$ cat config.mk
export PLATFORM = sky130hd
export DESIGN_NAME = stopwatch_counter
export DESIGN_NICKNAME = d
export VERILOG_FILES = /design/src/rtl/stopwatch_counter_pkg.sv /design/src/rtl/stopwatch_counter_bcd_digit.sv /design/src/rtl/stopwatch_counter.sv
export SDC_FILE = /design/constraint.sdc
export NUM_CORES = 1
export LEC_CHECK = 0
export ABC_AREA = 1
export ABC_CLOCK_PERIOD_IN_PS = 2200
export BUFFER_PORTS_ARGS = -buffer_cell sky130_fd_sc_hd__buf_2
export CAP_MARGIN = 30
export CORE_MARGIN = 10
export CORE_UTILIZATION = 40
export DETAILED_ROUTE_END_ITERATION = 6
export GPL_TIMING_DRIVEN = 0
export HOLD_SLACK_MARGIN = 0.1
export PLACE_DENSITY = 0.71
export SLEW_MARGIN = 25
export SYNTH_ARGS = -nofsm -noshare
export SYNTH_HDL_FRONTEND = slang
export SYNTH_HIERARCHICAL = 1
export SYNTH_SLANG_ARGS = --single-unit
$ cat constraint.sdc
create_clock -name clk -period 2.2 [get_ports clk]
set_clock_uncertainty 0.05 [all_clocks]
set_input_delay 0.22 -clock clk [delete_from_list [all_inputs] [get_ports clk]]
set_output_delay 0.22 -clock clk [all_outputs]
set_load 0.1 [all_outputs]
$ cat src/rtl/stopwatch_counter_pkg.sv
// Shared constants for the stopwatch core: FSM encoding, digit limits and widths,
// plus the single-digit BCD step used by both the digit cells and the lap display path.
package stopwatch_pkg;

    typedef enum logic [1:0] {
        IDLE  = 2'd0,
        RUN   = 2'd1,
        PAUSE = 2'd2
    } state_t;

    localparam int TENTH_MAX  = 9;
    localparam int SEC_LO_MAX = 9;
    localparam int SEC_HI_MAX = 5;
    localparam int MIN_LO_MAX = 9;
    localparam int MIN_HI_MAX = 5;

    localparam int TENTH_W  = 4;
    localparam int SEC_LO_W = 4;
    localparam int SEC_HI_W = 3;
    localparam int MIN_LO_W = 4;
    localparam int MIN_HI_W = 3;

    // Next value of one digit; clr dominates, otherwise wrap at max when incremented.
    function automatic logic [3:0] bcd_step(input logic [3:0] v, input logic [3:0] max,
                                            input logic inc, input logic clr);
        logic [3:0] r;
        r = v;
        if (clr) begin
            r = 4'd0;
        end else if (inc) begin
            r = (v == max) ? 4'd0 : v + 4'd1;
        end
        return r;
    endfunction

endpackage

$ cat src/rtl/stopwatch_counter_bcd_digit.sv
// One BCD digit with a configurable maximum; carry is combinational so a chain of
// these ripples within a single clock.
module bcd_digit
    import stopwatch_pkg::*;
#(
    parameter int WIDTH = 4,
    parameter int MAX   = 9
) (
    input  logic             clk,
    input  logic             rst_n,
    input  logic             inc,
    input  logic             clr,
    output logic [WIDTH-1:0] value,
    output logic             carry
);

    localparam logic [WIDTH-1:0] MAX_V = WIDTH'(MAX);

    logic [3:0] next_ext;

    assign carry    = inc & (value == MAX_V);
    assign next_ext = bcd_step(4'(value), 4'(MAX), inc, clr);

    always_ff @(posedge clk or negedge rst_n) begin
        if (!rst_n) begin
            value <= '0;
        end else begin
            value <= next_ext[WIDTH-1:0];
        end
    end

endmodule

$ cat src/rtl/stopwatch_counter.sv
// Stopwatch time-keeping core: MM:SS.t BCD count driven by the 100 ms divider tick,
// with IDLE/RUN/PAUSE control. Optional lap display freeze under STOPWATCH_LAP_HOLD_EN.
module stopwatch_counter
    import stopwatch_pkg::*;
(
    input  logic       clk,
    input  logic       rst_n,
    input  logic       tick_in,
    input  logic       start_stop,
    input  logic       clear,
    input  logic       lap,
    output logic [3:0] d_tenth,
    output logic [3:0] d_sec_lo,
    output logic [2:0] d_sec_hi,
    output logic [3:0] d_min_lo,
    output logic [2:0] d_min_hi,
    output logic       running,
    output logic       overflow,
    output logic       lap_active
);

    logic   tick_d;
    logic   tick_rise;
    state_t state;
    state_t state_next;
    logic   count_inc;

    logic [TENTH_W-1:0]  tenth;
    logic [SEC_LO_W-1:0] sec_lo;
    logic [SEC_HI_W-1:0] sec_hi;
    logic [MIN_LO_W-1:0] min_lo;
    logic [MIN_HI_W-1:0] min_hi;
    logic c_tenth, c_sec_lo, c_sec_hi, c_min_lo, c_min_hi;

    assign tick_rise = tick_in & ~tick_d;
    // A tick is counted only while already in RUN; clear discards it.
    assign count_inc = (state == RUN) & tick_rise & ~clear;

    always_ff @(posedge clk or negedge rst_n) begin
        if (!rst_n) begin
            tick_d <= 1'b0;
        end else begin
            tick_d <= tick_in;
        end
    end

    always_comb begin
        state_next = state;
        if (clear) begin
            state_next = IDLE;
        end else if (start_stop) begin
            case (state)
                IDLE:    state_next = RUN;
                RUN:     state_next = PAUSE;
                PAUSE:   state_next = RUN;
                default: state_next = IDLE;
            endcase
        end
    end

    always_ff @(posedge clk or negedge rst_n) begin
        if (!rst_n) begin
            state   <= IDLE;
            running <= 1'b0;
        end else begin
            state   <= state_next;
            running <= (state_next == RUN);
        end
    end

    bcd_digit #(.WIDTH(TENTH_W), .MAX(TENTH_MAX)) u_tenth (
        .clk(clk), .rst_n(rst_n), .inc(count_inc), .clr(clear),
        .value(tenth), .carry(c_tenth)
    );

    bcd_digit #(.WIDTH(SEC_LO_W), .MAX(SEC_LO_MAX)) u_sec_lo (
        .clk(clk), .rst_n(rst_n), .inc(c_tenth), .clr(clear),
        .value(sec_lo), .carry(c_sec_lo)
    );

    bcd_digit #(.WIDTH(SEC_HI_W), .MAX(SEC_HI_MAX)) u_sec_hi (
        .clk(clk), .rst_n(rst_n), .inc(c_sec_lo), .clr(clear),
        .value(sec_hi), .carry(c_sec_hi)
    );

    bcd_digit #(.WIDTH(MIN_LO_W), .MAX(MIN_LO_MAX)) u_min_lo (
        .clk(clk), .rst_n(rst_n), .inc(c_sec_hi), .clr(clear),
        .value(min_lo), .carry(c_min_lo)
    );

    bcd_digit #(.WIDTH(MIN_HI_W), .MAX(MIN_HI_MAX)) u_min_hi (
        .clk(clk), .rst_n(rst_n), .inc(c_min_lo), .clr(clear),
        .value(min_hi), .carry(c_min_hi)
    );

    // The top digit's carry coincides with the edge on which the count becomes 00:00.0.
    always_ff @(posedge clk or negedge rst_n) begin
        if (!rst_n) begin
            overflow <= 1'b0;
        end else if (clear) begin
            overflow <= 1'b0;
        end else if (c_min_hi) begin
            overflow <= 1'b1;
        end
    end

`ifdef STOPWATCH_LAP_HOLD_EN
    logic [3:0] tenth_nx, sec_lo_nx, sec_hi_nx, min_lo_nx, min_hi_nx;
    logic       lap_q;

    // Tracking uses the next live value so the display is not a cycle behind the count.
    assign tenth_nx  = bcd_step(4'(tenth),  4'(TENTH_MAX),  count_inc, clear);
    assign sec_lo_nx = bcd_step(4'(sec_lo), 4'(SEC_LO_MAX), c_tenth,   clear);
    assign sec_hi_nx = bcd_step(4'(sec_hi), 4'(SEC_HI_MAX), c_sec_lo,  clear);
    assign min_lo_nx = bcd_step(4'(min_lo), 4'(MIN_LO_MAX), c_sec_hi,  clear);
    assign min_hi_nx = bcd_step(4'(min_hi), 4'(MIN_HI_MAX), c_min_lo,  clear);

    always_ff @(posedge clk or negedge rst_n) begin
        if (!rst_n) begin
            d_tenth  <= '0;
            d_sec_lo <= '0;
            d_sec_hi <= '0;
            d_min_lo <= '0;
            d_min_hi <= '0;
            lap_q    <= 1'b0;
        end else if (clear) begin
            d_tenth  <= '0;
            d_sec_lo <= '0;
            d_sec_hi <= '0;
            d_min_lo <= '0;
            d_min_hi <= '0;
            lap_q    <= 1'b0;
        end else if (lap && !lap_q && (state != IDLE)) begin
            d_tenth  <= tenth;
            d_sec_lo <= sec_lo;
            d_sec_hi <= sec_hi;
            d_min_lo <= min_lo;
            d_min_hi <= min_hi;
            lap_q    <= 1'b1;
        end else if (lap && lap_q) begin
            lap_q    <= 1'b0;
        end else if (!lap_q) begin
            d_tenth  <= tenth_nx;
            d_sec_lo <= sec_lo_nx;
            d_sec_hi <= sec_hi_nx[2:0];
            d_min_lo <= min_lo_nx;
            d_min_hi <= min_hi_nx[2:0];
        end
    end

    assign lap_active = lap_q;
`else
    logic unused_lap;

    assign unused_lap = lap;
    assign d_tenth    = tenth;
    assign d_sec_lo   = sec_lo;
    assign d_sec_hi   = sec_hi;
    assign d_min_lo   = min_lo;
    assign d_min_hi   = min_hi;
    assign lap_active = 1'b0;
`endif

endmodule

Word level (Yosys, flattened, before mapping)
Cells that the tools add are included.
- add/sub/neg operators: 5
- eq/ne operators: 8
- mux-type cells: 20
- bitwise logic cells: 10
- reductions and logical operators: 8
- operators by type and width (kind ; number):
    $mux 4 ; 9
    $mux 3 ; 6
    $add 4x1->4 const B ; 3
    $eq 4x4->1 const B ; 3
    $reduce_bool 2->1 ; 6
    $and 1x1->1 ; 8
    $add 3x1->3 const B ; 2
    $eq 3x3->1 const B ; 2
    $eq 2x1->1 const B ; 2
    $mux 2 ; 2
    $pmux 2 s2 ; 1
    $eq 2x2->1 const B ; 1
    $logic_not 2->1 ; 1
    $mux 1 ; 2
    $not 1->1 ; 2
    $reduce_or 2->1 ; 1
- bits in registers: 23
- input bits: 6
- output and inout bits: 21
- logic and storage cells: 60

Longest topological paths before layout
- word-level depth: 11
- depth in mapped cells: 15
- depth with buffers taken out: 15

By module
The synthesis kept the hierarchy.
- modules (own cells, without submodules) (module ; instances ; cells each ; area an instance (um^2) ; sequential area each (um^2)):
    bcd_digit (u_min_lo ...) ; 2 ; 40 ; 265.3 ; 100.1
    bcd_digit (u_min_hi ...) ; 2 ; 19 ; 163.9 ; 75.1
    bcd_digit (u_tenth) ; 1 ; 36 ; 265.3 ; 100.1
    stopwatch_counter ; 1 ; 26 ; 210.2 ; 125.1

Worst setup path before layout
OpenSTA, ideal clock, no wires.
- kind: register to register
- start point: register u_tenth.value[0]
- end point: register overflow
- library setup time: 0.073 ns
- data arrival time: 2.686 ns
- required time: 2.077 ns
- slack: -0.609 ns
- stages on the path, launching flop included: 14
- buffers on the path: 0
- clock period less this slack: 2.809 ns
- path through: dfrtp_1 -> ha_1 -> nand3_2 -> nor2_1 -> inv_1 -> nor2_1 -> nand2_1 -> nor2_1 -> inv_1 -> nor2_1 -> nand2_1 -> nor2_1 -> nor2_1 -> nor2_1
- cells in the longest elaborated chain, start to end: 7
- ends and longest elaborated chain (what ; RTL line ; text):
    start: declaration ; stopwatch_counter_bcd_digit.sv:13 ; output logic [WIDTH-1:0] value,
    start signal: assignment ; stopwatch_counter_bcd_digit.sv:28 ; value <= next_ext[WIDTH-1:0];
    $eq 4x4->1 ; stopwatch_counter_bcd_digit.sv:21 ; assign carry = inc & (value == MAX_V);
    $and 1x1->1 ; stopwatch_counter_bcd_digit.sv:21 ;
    named net c_tenth ; stopwatch_counter.sv:33 ; logic c_tenth, c_sec_lo, c_sec_hi, c_min_lo, c_min_hi;
    $and 1x1->1 ; stopwatch_counter_bcd_digit.sv:21 ;
    named net c_sec_lo ; stopwatch_counter.sv:33 ;
    $and 1x1->1 ; stopwatch_counter_bcd_digit.sv:21 ;
    named net c_sec_hi ; stopwatch_counter.sv:33 ;
    $and 1x1->1 ; stopwatch_counter_bcd_digit.sv:21 ;
    named net c_min_lo ; stopwatch_counter.sv:33 ;
    $and 1x1->1 ; stopwatch_counter_bcd_digit.sv:21 ;
    named net c_min_hi ; stopwatch_counter.sv:33 ;
    $reduce_bool 2->1 (no line) ; - ;
    end signal: assignment ; stopwatch_counter.sv:99 ; overflow <= 1'b0;
    end signal: assignment ; stopwatch_counter.sv:101 ; overflow <= 1'b0;
    end signal: assignment ; stopwatch_counter.sv:103 ; overflow <= 1'b1;
    end: declaration ; stopwatch_counter.sv:18 ; output logic overflow,
The timed path passes the listed nets, and every way through them passes these cells.
A chain may end at the register's enable or synchronous reset.

Final worst setup path
- start point: register u_tenth.value[1]
- end point: register u_min_hi.value[2]
- cells in the longest elaborated chain, start to end: 6
- ends and longest elaborated chain (what ; RTL line):
    $eq 4x4->1 ; stopwatch_counter_bcd_digit.sv:21
    $and 1x1->1 ; stopwatch_counter_bcd_digit.sv:21
    named net c_tenth ; stopwatch_counter.sv:33
    $and 1x1->1 ; stopwatch_counter_bcd_digit.sv:21
    named net c_sec_lo ; stopwatch_counter.sv:33
    $and 1x1->1 ; stopwatch_counter_bcd_digit.sv:21
    named net c_sec_hi ; stopwatch_counter.sv:33
    $and 1x1->1 ; stopwatch_counter_bcd_digit.sv:21
    named net c_min_lo ; stopwatch_counter.sv:33
    $reduce_bool 2->1 (no line) ; -
    end signal: assignment ; stopwatch_counter_bcd_digit.sv:28
    end: declaration ; stopwatch_counter_bcd_digit.sv:13
The timed path passes the listed nets, and every way through them passes these cells.

==> flow_metrics.py <==
metrics = {
    "layout": {
        "areaGrowthSynthToFinish_pct": 20.5,
        "final-seq-area_um2": 589,
        "multi_input_area_um2": 654,
        "nFillCells": 313,
        "stdcell_count": 256,
        "final_common_cell": "nand2_1",
        "finish.net_count": 225,
        "final_cell_mix": "nand2_1, inv_1, buf_2, dfrtp_1, nor2_1",
        "diodes": 0,
        "drive_gt1_frac": 0.311,
        "design_area_um2": 1610,
    },
    "floorplan": {
        "core-area_um2": 3130,
        "fp.dieW_um": 77.7,
        "die_area_um2": 6040,
        "ios": 27,
        "row_count": 20,
        "start_util": 0.426,
        "fp.dieH_um": 77.7,
    },
    "grt": {
        "grt_max_degree": 24,
        "grt_pass1_vias": 1033,
        "grt.total_usage": 0.0856,
        "grt_remaining_overflow": 0,
        "antenna_found_initial": 0,
        "grt_pass1_wl_um": 4380,
    },
    "place": {
        "place.gp.congestion": 0.799,
        "port_buffers": 24,
        "dp_hpwl_um": 1930,
        "place_ws_ns": 0.0838,
        "placed_cell_area_um2": 1530,
        "dpl.cell_count": 248,
    },
    "sta": {
        "min_period_ns": 1.99,
        "finalHoldViolCount": 0,
        "slew_headroom": 0.650,
        "setup_viol": 0,
        "tns_ns": 0,
        "worstMarginPinSlew_ns": 0.525,
        "period_share": 0.904,
        "whs_ns": 0.139,
        "layout_setup_ws_ns": 0.211,
        "timing.fmax_mhz": 503,
        "drv_slew": 0,
    },
    "clock_tree": {
        "htree_levels": 1,
        "tritoncts": "built",
        "clockBufferDepth": 2,
        "clkSinkCount": 23,
        "cts.clk_slew.worst_paths_ns": 0.14,
        "worstSkewPairLatency_ns": 0.31,
        "cts-root-buf": "clkbuf_4",
        "cts_inserted_buffers": 3,
    },
    "worst_setup_path": {
        "worstPathRequired_ns": 2.41,
        "startpoint_type": "flip-flop",
        "crit_type": "reg -> reg",
        "path_delay_family": "simple AND/OR/NAND/NOR gates",
        "cp.buffers_inverters": 4,
        "cp_max_fo": 4,
        "critPathCaptureType": "flip-flop",
        "slowest_stage": "dfrtp_4",
        "crit_chain": "inv_2, ha_2, nand3_2, nor2_2, inv_1, nor2_4, nand2_1, nor2_2, inv_1, nor2_4, nand2_2, clkinv_2, nand2_2, a21oi_2",
        "crit_arrival_ns": 2.20,
        "cpPeakStageDelay_ns": 0.51,
    },
    "logic_synthesis": {
        "syn_inst": 180,
        "ys_seq_area_frac": 0.432,
        "avgSynthCellArea_um2": 7.41,
        "ys_ff_latch": 23,
        "synth_cell_types": 21,
        "yosysWarnings": 6,
        "netlist_area_um2": 1330,
        "synth_nets": 192,
    },
    "power_and_ir_drop": {
        "switchingPower_w": 0.000187,
        "peakVddDrop_uv": 173,
        "p_leak_nw": 0.848,
        "pwr-share-clk": 0.287,
        "power.share.switching": 0.268,
        "p_seq_frac": 0.616,
        "comb_power_share": 0.097,
        "p_int_w": 0.000512,
        "power_density_nw_per_um2": 435,
    },
    "detailed_routing": {
        "drc": 0,
        "drt_pass1_iterations": 4,
        "ant_nets": 0,
        "routedWlPerCell_um": 10.0,
        "vias": 1159,
        "drt_iter0_drc": 50,
        "routed_via_density": 4.53,
        "routed_wl_um": 2560,
    },
    "hold_path": {
        "min_path_type": "in -> reg",
    },
    "run_status": {
        "outcome": "finished clean",
    },
    "flow_run": {
        "maxCapViolCount": 0,
    },
}
==> worst register-to-register path, delay by kind of cell (launching register included) <==
kind / cells / cell delay [ns]
fa+ha+maj: 1 / 0.19
buf+inv: 4 / 0.31
compound gates: 1 / 0.10
flops: 1 / 0.51
simple gates: 8 / 0.78
==> through the flow <==
step	utilization	power [W]
after global routing	0.514	0.000738
after global placement	0.490	0.000505
after floorplan	-	0.000483
after detailed placement	0.490	0.000505
after CTS	0.505	0.000715
final	0.514	0.000699
==> sequential cells by signal, summed over array words and instances, names as in the netlist <==
register / count
u_min_lo/value: 4
u_sec_lo/value: 4
u_tenth/value: 4
u_min_hi/value: 3
u_sec_hi/value: 3
state: 2
overflow: 1
running: 1
tick_d: 1
==> cell usage after synthesis (all sizes together) <==
cell | count | area [µm²]
a21oi | 4 | 27.5
buf | 1 | 7.51
clkinv | 2 | 10.0
conb | 1 | 3.75
dfrtp | 23 | 576
ha | 6 | 75.1
inv | 29 | 109
nand2 | 63 | 252
nand3 | 11 | 60.1
nand3b | 2 | 15.0
nand4 | 3 | 18.8
nor2 | 26 | 125
nor3 | 2 | 10.0
o21ai | 3 | 15.0
o21bai | 4 | 30.0
==> metal layers <==
metal | vias up | GRT usage | share of wire | wire (µm)
li1 | 613 | - | - | -
met1 | 529 | 0.103 | 0.45 | 1160
met2 | 15 | 0.136 | 0.47 | 1210
met3 | 2 | 0.0311 | 0.069 | 177
met4 | 0 | 0.0328 | 0.0078 | 20
met5 | - | 0 | 0 | 0
==> cells by family (layout without fill, tap and decap cells) <==
kind of cell	count (synthesis)	in the layout	synth area share
other cells	1	1	0.00281
compound gates	11	11	0.0544
buf+inv	32	64	0.0947
simple gates	107	107	0.360
flops	23	23	0.432
fa+ha+maj	6	6	0.0563
==> worst paths after layout <==
kind / start / end / slack (ns) / cells past startpoint
setup / recovery: u_tenth/value[1]$_DFFE_PN0P_ / u_min_hi/value[2]$_DFFE_PN0P_ / 0.21 / 14
hold / removal: start_stop / state[0]$_DFF_PN0_ / 0.14 / 4
setup reg to reg: u_tenth/value[1]$_DFFE_PN0P_ / u_min_hi/value[2]$_DFFE_PN0P_ / 0.21 / 14
hold reg to reg: overflow$_DFFE_PN0P_ / overflow$_DFFE_PN0P_ / 0.46 / 2
max in group asynchronous: rst_n / u_tenth/value[1]$_DFFE_PN0P_ / 1.37 / 2
min in group asynchronous: rst_n / u_min_hi/value[1]$_DFFE_PN0P_ / 0.34 / 2
==> power groups by stage <==
stage          clock, W  sequential [W]  combinational [W]
4_1_cts        0.000215        0.000431          0.0000691
5_1_grt        0.000229        0.000432          0.0000771
6_report       0.000201        0.000431          0.0000677
3_5_place_dp          0        0.000439          0.0000662
2_1_floorplan         0        0.000454          0.0000290
3_3_place_gp          0        0.000439          0.0000662
==> final cells by class <==
cell class | instances | area share
multi-input combinational | 125 | 0.407
timing repair buffer | 28 | 0.0965
clock inverter | 1 | 0.00311
inverter | 31 | 0.0739
sequential | 23 | 0.367
clock buffer | 3 | 0.0140
buffer | 1 | 0.00467
tap | 44 | 0.0342
==> what timing repair did <==
| action | 4_1_cts | 5_1_grt |
|---|---|---|
| hold buffers | 2 | 0 |
| gates resized for setup | 0 | 3 |
| endpoints found under the setup margin | 0 | 4 |
| hold endpoints to repair | 24 | 0 |
| buffers inserted | 0 | 2 |
No activity file was read; power rests on OpenSTA's default activity.
